[config.mk]
export PLATFORM = sky130hd
export DESIGN_NAME = tlb_request_arbiter
export DESIGN_NICKNAME = d
export VERILOG_FILES = /design/src/rtl/tlb_request_arbiter.sv
export SDC_FILE = /design/constraint.sdc
export NUM_CORES = 1
export LEC_CHECK = 0
export ABC_AREA = 1
export CAP_MARGIN = 25
export CORE_UTILIZATION = 38
export DETAILED_ROUTE_END_ITERATION = 8
export PLACE_DENSITY_LB_ADDON = 0.12
export SETUP_SLACK_MARGIN = 0.4
export SYNTH_ARGS = -nofsm -noshare
export SYNTH_HDL_FRONTEND = slang
export SYNTH_SLANG_ARGS = --single-unit
[constraint.sdc]
create_clock -name clk -period 1.2 [get_ports clk]
set_input_delay 0.12 -clock clk [delete_from_list [all_inputs] [get_ports clk]]
set_output_delay 0.12 -clock clk [all_outputs]
set_load 0.01 [all_outputs]
[src/rtl/tlb_request_arbiter.sv]
// tlb_request_arbiter: shares the TLB lookup port between data write, data read and code prefetch; define TLB_ARB_CODE_AGING_EN to stop code starving behind data traffic
module tlb_request_arbiter (
    input  logic        clk,
    input  logic        rst,
    input  logic        pr_reset,
    input  logic        tlbwrite_do,
    input  logic [31:0] tlbwrite_address,
    input  logic [1:0]  tlbwrite_cpl,
    input  logic        tlbread_do,
    input  logic [31:0] tlbread_address,
    input  logic [1:0]  tlbread_cpl,
    input  logic        tlbcoderequest_do,
    input  logic [31:0] tlbcoderequest_address,
    input  logic        tlbcoderequest_su,
    output logic        tlbreq_do,
    output logic [31:0] tlbreq_address,
    output logic        tlbreq_su,
    output logic        tlbreq_rw,
    output logic        tlbreq_code,
    input  logic        tlbresp_done,
    output logic        tlbwrite_done,
    output logic        tlbread_done,
    output logic        tlbcode_do
);
    localparam logic [1:0] IDLE    = 2'd0;
    localparam logic [1:0] BUSY    = 2'd1;
    localparam logic [1:0] DRAIN   = 2'd2;
    localparam logic [1:0] G_NONE  = 2'd0;
    localparam logic [1:0] G_WRITE = 2'd1;
    localparam logic [1:0] G_READ  = 2'd2;
    localparam logic [1:0] G_CODE  = 2'd3;
    logic [1:0] state;
    logic [1:0] grant;
    logic [1:0] win;
    logic       code_req;
    logic       code_first;
    logic       resp_ok;
    assign code_req = tlbcoderequest_do & ~pr_reset;
`ifdef TLB_ARB_CODE_AGING_EN
    logic [1:0] age;
    assign code_first = code_req & (age == 2'd3);
    // Count data grants that overtake a live code request; any break in the code request restarts the count
    always_ff @(posedge clk or posedge rst)
        if (rst) age <= 2'd0;
        else if (!code_req || (state == IDLE && win == G_CODE)) age <= 2'd0;
        else if (state == IDLE && win != G_NONE) age <= age + 2'd1;
`else
    assign code_first = 1'b0;
`endif
    // Winner of this cycle's arbitration: aged code, then write > read > code
    always_comb win = code_first ? G_CODE : tlbwrite_do ? G_WRITE : tlbread_do ? G_READ : code_req ? G_CODE : G_NONE;
    // Sequence the TLB port and latch the winning request's fields for the whole transaction
    always_ff @(posedge clk or posedge rst)
        if (rst) begin
            state          <= IDLE;
            grant          <= G_NONE;
            tlbreq_address <= 32'd0;
            tlbreq_su      <= 1'b0;
            tlbreq_rw      <= 1'b0;
            tlbreq_code    <= 1'b0;
        end else begin
            case (state)
                IDLE: if (win != G_NONE) begin
                    state          <= BUSY;
                    grant          <= win;
                    tlbreq_address <= (win == G_WRITE) ? tlbwrite_address : (win == G_READ) ? tlbread_address : tlbcoderequest_address;
                    tlbreq_su      <= (win == G_WRITE) ? (tlbwrite_cpl != 2'd3) : (win == G_READ) ? (tlbread_cpl != 2'd3) : tlbcoderequest_su;
                    tlbreq_rw      <= win == G_WRITE;
                    tlbreq_code    <= win == G_CODE;
                end
                BUSY: if (tlbresp_done) state <= IDLE;
                      else if (grant == G_CODE && (pr_reset || !tlbcoderequest_do)) state <= DRAIN;
                DRAIN: if (tlbresp_done) state <= IDLE;
                default: state <= IDLE;
            endcase
        end
    assign tlbreq_do     = state != IDLE;
    assign resp_ok       = (state == BUSY) & tlbresp_done;
    assign tlbwrite_done = resp_ok & (grant == G_WRITE);
    assign tlbread_done  = resp_ok & (grant == G_READ);
    assign tlbcode_do    = resp_ok & (grant == G_CODE) & ~pr_reset;
endmodule

# Word-level counts from Yosys, hierarchy flattened
# Cells that the tools add are included.
[classes]
eq_ne = 13
mux = 12
bitwise_logic = 7
n_reduce_logical = 8
[op_table]
columns = ["op", "count"]
rows = [
  ["2-to-1 mux 32 bit", 2],
  ["2-to-1 mux 2 bit", 7],
  ["equality test 2 bit (second input constant)", 5],
  ["!= test 2 bit (second input constant)", 4],
  ["bitwise AND 1 bit", 6],
  ["equality test 2 x 1 -> 1 bit (second input constant)", 3],
  ["case mux 2 bit (3 select lines)", 1],
  ["nonzero test 2 bit", 2],
  ["!= test 3 bit (second input constant)", 1],
  ["AND reduction 3 bit", 1],
  ["logical NOT 2 bit", 1],
  ["2-to-1 mux 1 bit", 2],
  ["AND reduction 2 bit", 1],
  ["logical AND 1 bit", 1],
  ["logical NOT 1 bit", 1],
  ["logical OR 1 bit", 1],
  ["inverter 1 bit", 1],
]
[word_totals]
reg_bits = 39
in_bits = 108
output_inout_bits = 39

# Depth between registers and ports, before layout
# Gate-level depths: netlist of run 1.
[depth]
word_depth = 8
mapped_depth = 9

# Worst setup path after synthesis of run 1
# No wires, ideal clock.
[synth_timing]
kind = "register -> register"
startpoint = "register state[0]"
endpoint = "register tlbreq_address[10]"
setup_time_ns = 0.116
arrival_time_ns = 0.919
setup_slack_ns = 0.165
stages_incl_launch_ff = 6
path_buffers = 1
period_less_slack_ns = 1.035
path_cell_list = "dfrtp_1 nor2_2 nand2_4 buf_4 nand2_1 nand2_1"
[synth_between]
elab_chain_len = 2
[synth_rtl]
columns = ["element", "line_no", "source"]
rows = [
  ["start, declared", "32", "logic [1:0] state;"],
  ["start signal, assigned", "55", "state <= IDLE;"],
  ["start signal, assigned", "64", "state <= BUSY;"],
  ["start signal, assigned", "71", "BUSY: if (tlbresp_done) state <= IDLE;"],
  ["logical NOT 2 bit", "62", "case (state)"],
  ["AND reduction 2 bit (no line)", "n/a", ""],
  ["end signal, assigned", "66", "tlbreq_address <= (win == G_WRITE) ? tlbwrite_address : (win == G_READ) ? tlbread_address : tlbcoderequest_add ..."],
  ["end, declared", "16", "output logic [31:0] tlbreq_address,"],
]
# No other way between the ends.
# A chain may end at the register's enable or synchronous reset.

# Worst setup path after layout of run 1
[layout_timing]
startpoint = "register state[1]"
endpoint = "output tlbreq_do"
[layout_between]
elab_chain_len = 1
[layout_rtl]
columns = ["element", "line_no", "source"]
rows = [
  ["nonzero test 2 bit", "77", "assign tlbreq_do = state != IDLE;"],
  ["end, declared", "15", "output logic tlbreq_do,"],
]
# No other way between the ends.

==> metrics, run 1 <==
register area share after synthesis 39.82%; status complete, but fails checks; # setup viols final 38; via count 2925; IO Pins ~150; Final Max Slew Viols 0; fin area 4347 um^2; core area around 6100 um^2; vias per inst 4.514; leak pwr 2.372 nW; ys async rst share 100.0%; #FFs+latches synth 39; CP Launch Type flip-flop; Post-synth EDFFs 0; Avg WL per Cell 11.74 um; die height 82.32 um; Area contributors post-synth nand2_1, dfrtp_1, buf_6; pin slew with the least headroom to its limit 0.3281 ns; net switching power about 2.8 mW; commonest cells in the synthesized netlist nand2_1, dfrtp_1, buf_4, buf_6, inv_1; ANT cells 0; starting density of the core between 40% and 50%; RePlAce Congestion 0.8018; Gate Count Post-Synth 396; unrepaired setup endpoints after global routing yes; max_cap viols 0; cell taking the most area after synthesis nand2_1; first-pass GRT wire length 11700 um; Area growth syn-to-layout 77.34%; Root Driver clkbuf_8; Yosys warnings 0; worst path arrival time 1.14 ns; GRT Overall Usage 22.74%; TritonCTS Sinks 39; clock buffer depth 2; drt pass-1 iters 4; Routed Antenna Nets 0; Iter 0 DRT Violations 74; part of the power in registers 30.4%; nets about 700; net count after synthesis 504; Switching Share 37.43%; TNS Setup -0.8586 ns; vias in the first global route 2709; placed cell area roughly 4000 um^2; final worst setup slack -0.06167 ns; die area 6776 um^2; dpl ws -0.3985 ns; CTS Buf Count 5; Final min period 1.262 ns; CTS tree built; worst rel slew slack between 70% and 80%; H-Tree Depth 2; count leader, synth nand2_1; pin count of the biggest net entering global routing 33; top cell type's share of synthesized area 46.25%; clock power share 15.0%; achievable clock frequency approximately 800 MHz; Worst-Skew Late Latency 0.29 ns; final hold slack around 0.14 ns; Post-synth top flop dfrtp_1; Mapped Area 2451 um^2; violated checks setup timing; Worst Setup End Kind primary output; Pwr Density 1750 nW/um^2; buffers added on ports approximately 150; # rows 28; grt total ovfl 0; CP required 1.08 ns; Post-Route WL 7607 um; fraction of layout cells with a size suffix above 1 between 20% and 30%; VDD IR max between 1 and 1.5 mV; Int Pwr 4.760 mW; final worst clock skew between 0.007 and 0.008 ns; CP max FO 2; HP Class input port to async pin; final hold violations 0; drt drc 0; count of different cell masters after synthesis 19; Die Wd 82.32 um; Comb pwr share between 50 and 60%; critical path class flip-flop to primary output; initial antenna violation count 0; Worst-path clk slew ~0.080 ns; Final HPWL DP ~5300 um; Post-Syn Area per Cell 6.190 um^2; fin crit share 105.1%
-- power by group through the flow --
stage	clock [mW]	sequential, mW	combinational [mW]
final	1.14	2.32	4.15
after global routing	1.20	2.39	4.54
after CTS	1.15	2.30	3.68
after detailed placement	0	2.26	3.54
after global placement	0	2.24	3.50
after floorplan	0	2.50	1.46
-- through the flow --
stage | utilization [%] | power [mW] | cells
2_1_floorplan | - | 3.962 | 396
3_3_place_gp | 66.19 | 5.741 | 614
3_5_place_dp | 66.19 | 5.800 | 614
4_1_cts | 69.12 | 7.126 | 637
5_1_grt | 71.72 | 8.125 | 648
6_report | 71.72 | 7.607 | 648
-- metal layers --
metal / routed length, um / vias up / GRT usage, %
li1: - / 1529 / -
met1: 3079 / 1289 / 24.04
met2: 3799 / 99 / 42.64
met3: 645 / 8 / 6.813
met4: 81 / 0 / 7.368
met5: 0 / - / 0
-- flip-flops by register name (all words and copies together) (netlist names) --
register	count
grant	2
tlbreq_address	32
tlbreq_su	1
tlbreq_rw	1
state	2
tlbreq_code	1
-- area by class of cell --
cell class                 instances  area, um^2
timing repair buffer             191        1753
multi-input combinational        325        1349
fill                             511        1714
sequential                        39       977.2
clock buffer                       6       82.58
inverter                          10       56.30
clock inverter                     2       35.03
tap                               75       93.84
-- final timing paths --
path                       cells after the start            endpoint            startpoint  slack, ns
min in group clk                               5  tlbreq_address[29]  tlbwrite_address[29]       0.45
min reg2reg                                    2  tlbreq_address[31]    tlbreq_address[31]       0.48
max in group asynchronous                      3   tlbreq_address[9]                   rst       0.67
max                                            4           tlbreq_do              state[1]      -0.06
max reg2reg                                    6            grant[1]              state[1]      -0.04
min                                            2  tlbreq_address[31]                   rst       0.14
-- layout by cell type, fill, tap and decap left out, types with 3 or more instances in the layout --
cell and n:
buf_2 25, inv_1 4, nand2_2 19, buf_6 17, inv_2 3, clkbuf_8 6, o21ai_1 7, nand2_1 283
buf_4 38, nor2_2 3, clkdlybuf4s50_1 107, dfrtp_1 38
-- cell families after synthesis --
family / after synthesis / synth area share, %
buffers and inverters: 32 / 8.831
AOI/OAI and AO/OA: 9 / 1.838
and+or+nand+nor: 316 / 49.51
DFF: 39 / 39.82
-- critical path, stage by stage (launching register included) --
cell and delay (ns):
dfrtp_1 0.40, buf_6 0.13, nor2_4 0.14, inv_2 0.06
buf_6 0.12
-- timing repair --
action	in CTS	in global routing
gates cloned	0	1
buffers inserted	15	10
pin swaps	21	4
gates resized for setup	197	13
setup endpoints to repair	78	78
hold buffers	0	0
No activity file was read; power rests on OpenSTA's default activity.
==> run 2, diff against run 1 <==
--- a/config.mk
+++ b/config.mk
@@ -9,6 +9,7 @@
 export CAP_MARGIN = 25
 export CORE_UTILIZATION = 38
 export DETAILED_ROUTE_END_ITERATION = 8
+export HOLD_SLACK_MARGIN = 0.08
 export PLACE_DENSITY_LB_ADDON = 0.12
 export SETUP_SLACK_MARGIN = 0.4
 export SYNTH_ARGS = -nofsm -noshare
==> constraint.sdc (replaced) <==
create_clock -name clk -period 1.2 [get_ports clk]
set_input_delay 0.36 -clock clk [delete_from_list [all_inputs] [get_ports clk]]
set_output_delay 0.36 -clock clk [all_outputs]
set_load 0.01 [all_outputs]
==> run 2 against run 1 <==
Net effect: the flow still finishes with violations (setup timing); clock skew grew 0.00077 ns; first-iteration DRC count grew 66%; sequential share of layout area shrank 2.4 points; setup slack lost 0.26 ns; count of clock-buffer cells in the layout grew 2; total power grew 19%; design area grew 12%.
==> metrics, run 2 (synthesized netlist as in run 1, its figures left out) <==
status complete, but fails checks; violated checks setup timing; die area 6776 um^2 (unchanged); worst rel slew slack 81.94% (+3.9 points); Pwr Density 1857 nW/um^2 (+6.1%); pin slew with the least headroom to its limit 0.2710 ns (-0.05711 ns); pin count of the biggest net entering global routing 21 (-36%); Root Driver clkbuf_8; CTS Buf Count 5 (unchanged); CTS tree built; Biggest register tlbreq_address; Iter 0 DRT Violations 123 (+66%); GRT Overall Usage 25.37% (+2.6 points); Final min period 1.520 ns (+0.2583 ns); H-Tree Depth 2 (unchanged); Area growth syn-to-layout 98.72%; nets 698 (+2.6%); commonest non-fill, non-tap cell in the layout nand2_1; fraction of layout cells with a size suffix above 1 29.61% (+7.3 points); final worst setup slack -0.3200 ns (-0.2583 ns); grt total ovfl 0 (unchanged); vias in the first global route 2882 (+6.4%); TritonCTS Sinks 39 (unchanged); clock buffer depth 2 (unchanged); initial antenna violation count 0 (unchanged); max_cap viols 0 (unchanged); # setup viols final 42 (+11%); first-pass GRT wire length 12940 um (+11%); Worst-Skew Late Latency 0.28 ns (about the same); Final Max Slew Viols 0 (unchanged); buffers added on ports 146 (unchanged); unrepaired setup endpoints after global routing yes; RR Startpoint state[0]; Post-Route WL 8717 um (+15%); HP Class input port to async pin; worst path arrival time 1.69 ns (+0.55 ns); Die Wd 82.32 um (unchanged); drt pass-1 iters 4 (unchanged); # rows 28 (unchanged); die height 82.32 um (unchanged); TNS Setup -10.07 ns (-9.213 ns); max reg flops 32 (unchanged); Final HPWL DP 5799 um (+10%); CP Launch Type flip-flop; Worst-path clk slew 0.08 ns (about the same); final hold violations 0 (unchanged); Routed Antenna Nets 0 (unchanged); dpl cells 621 (+1.1%); CP required 1.37 ns (+0.29 ns); critical path class flip-flop to flip-flop; Avg WL per Cell 13.09 um (+11%); starting density of the core 40.44% (unchanged); vias per inst 4.658 (+3.2%); fin crit share 126.7% (+22 points); core area 6061 um^2 (unchanged); CP Launch Point state[0]; leak pwr 2.616 nW (+10%); Worst Setup End Kind flip-flop; IO Pins 147 (unchanged); most frequent cells in the layout nand2_1, clkdlybuf4s50_1, dfrtp_1, buf_4, nand2_2; CP max FO 6 (+4); drt drc 0 (unchanged); via count 3102 (+6.1%); ANT cells 0 (unchanged); biggest regs tlbreq_address x32, grant x2, state x2; RePlAce Congestion 0.7689 (-4.1%); Final Non-Filler Cells 666 (+2.8%); achievable clock frequency 657.9 MHz (-17%); VDD IR max 1.507 mV (+29%); final worst clock skew 0.008151 ns (+0.0007720 ns)
[run 2: changes by cell type in the layout (fill, tap and decap cells not counted), moves of 4 or more]
cell,before,now
buf_4,38,34
nand2_1,283,259
buf_12,2,10
nand2_2,19,33
buf_2,25,20
nand2_4,1,10
buf_16,0,4
clkdlybuf4s50_1,107,103
buf_6,17,31
o21ai_2,0,6
o21ai_1,7,1
[run 2: what timing repair did]
item	in CTS	in global routing
pin swaps	6	13
resized for setup	190	83
endpoints found under the hold margin	0	0
endpoints found under the setup margin	78	78
cloned	5	0
buffers inserted	14	18
hold buffers	0	0
[run 2: final cells by class]
| type | count | area [um^2] |
|---|---|---|
| multi-input cells | 326 | 1526 |
| well taps | 75 | 93.84 |
| repair buffers | 208 | 2113 |
| flip-flops and latches | 39 | 975.9 |
| fillers | 435 | 1190 |
| inverters | 10 | 61.31 |
| clock buffers | 8 | 100.1 |
[run 2: per-stage QoR]
stage	power, mW	util, %	hold slack [ns]	instance area [um^2]	worst slack (ns)
global route	9.631	80.37	0.3572	4871	-0.3612
detailed placement	6.131	68.72	0.4646	4165	-0.9109
global placement	6.066	68.72	0.4608	4165	-0.8656
floorplan	3.993	-	0.3325	2517	0.07375
CTS	7.802	73.20	0.3597	4437	-0.2766
finish	9.044	80.37	0.3601	4871	-0.3200
[run 2: where the power goes]
group	switching, mW	leakage, nW	total [mW]	internal [mW]
registers	0.405	0.488	2.32	1.91
clock network	0.442	0.0515	0.967	0.525
logic	2.53	2.08	5.76	3.23
[run 2: per-layer routing]
| layer | global-route usage (%) | vias up | wire length (um) |
|---|---|---|---|
| met1 | 27.44 | 1406 | 3321 |
| met4 | 7.895 | 0 | 214 |
| li1 | - | 1579 | - |
| met2 | 48.43 | 100 | 4642 |
| met3 | 5.714 | 17 | 538 |
| met5 | 0 | - | 0 |
[run 2: worst max-delay path, stage by stage (launching register included)]
cell and delay (ns):
dfrtp_1 0.42, buf_6 0.14, nor2_4 0.12, buf_6 0.11
buf_6 0.11, nand2_8 0.11, buf_12 0.15, buf_16 0.14
nand2_2 0.06, o21ai_2 0.05
[run 2: path summary, 6_finish.rpt]
path	cells after the start	slack, ns	endpoint
min in group clk	2	0.49	tlbreq_address[12]
worst max register to register	9	-0.32	grant[1]
max in group asynchronous	3	0.50	tlbreq_address[15]
worst min-delay path	2	0.36	tlbreq_address[30]
worst min register to register	2	0.49	tlbreq_address[12]
worst max-delay path	9	-0.32	grant[1]
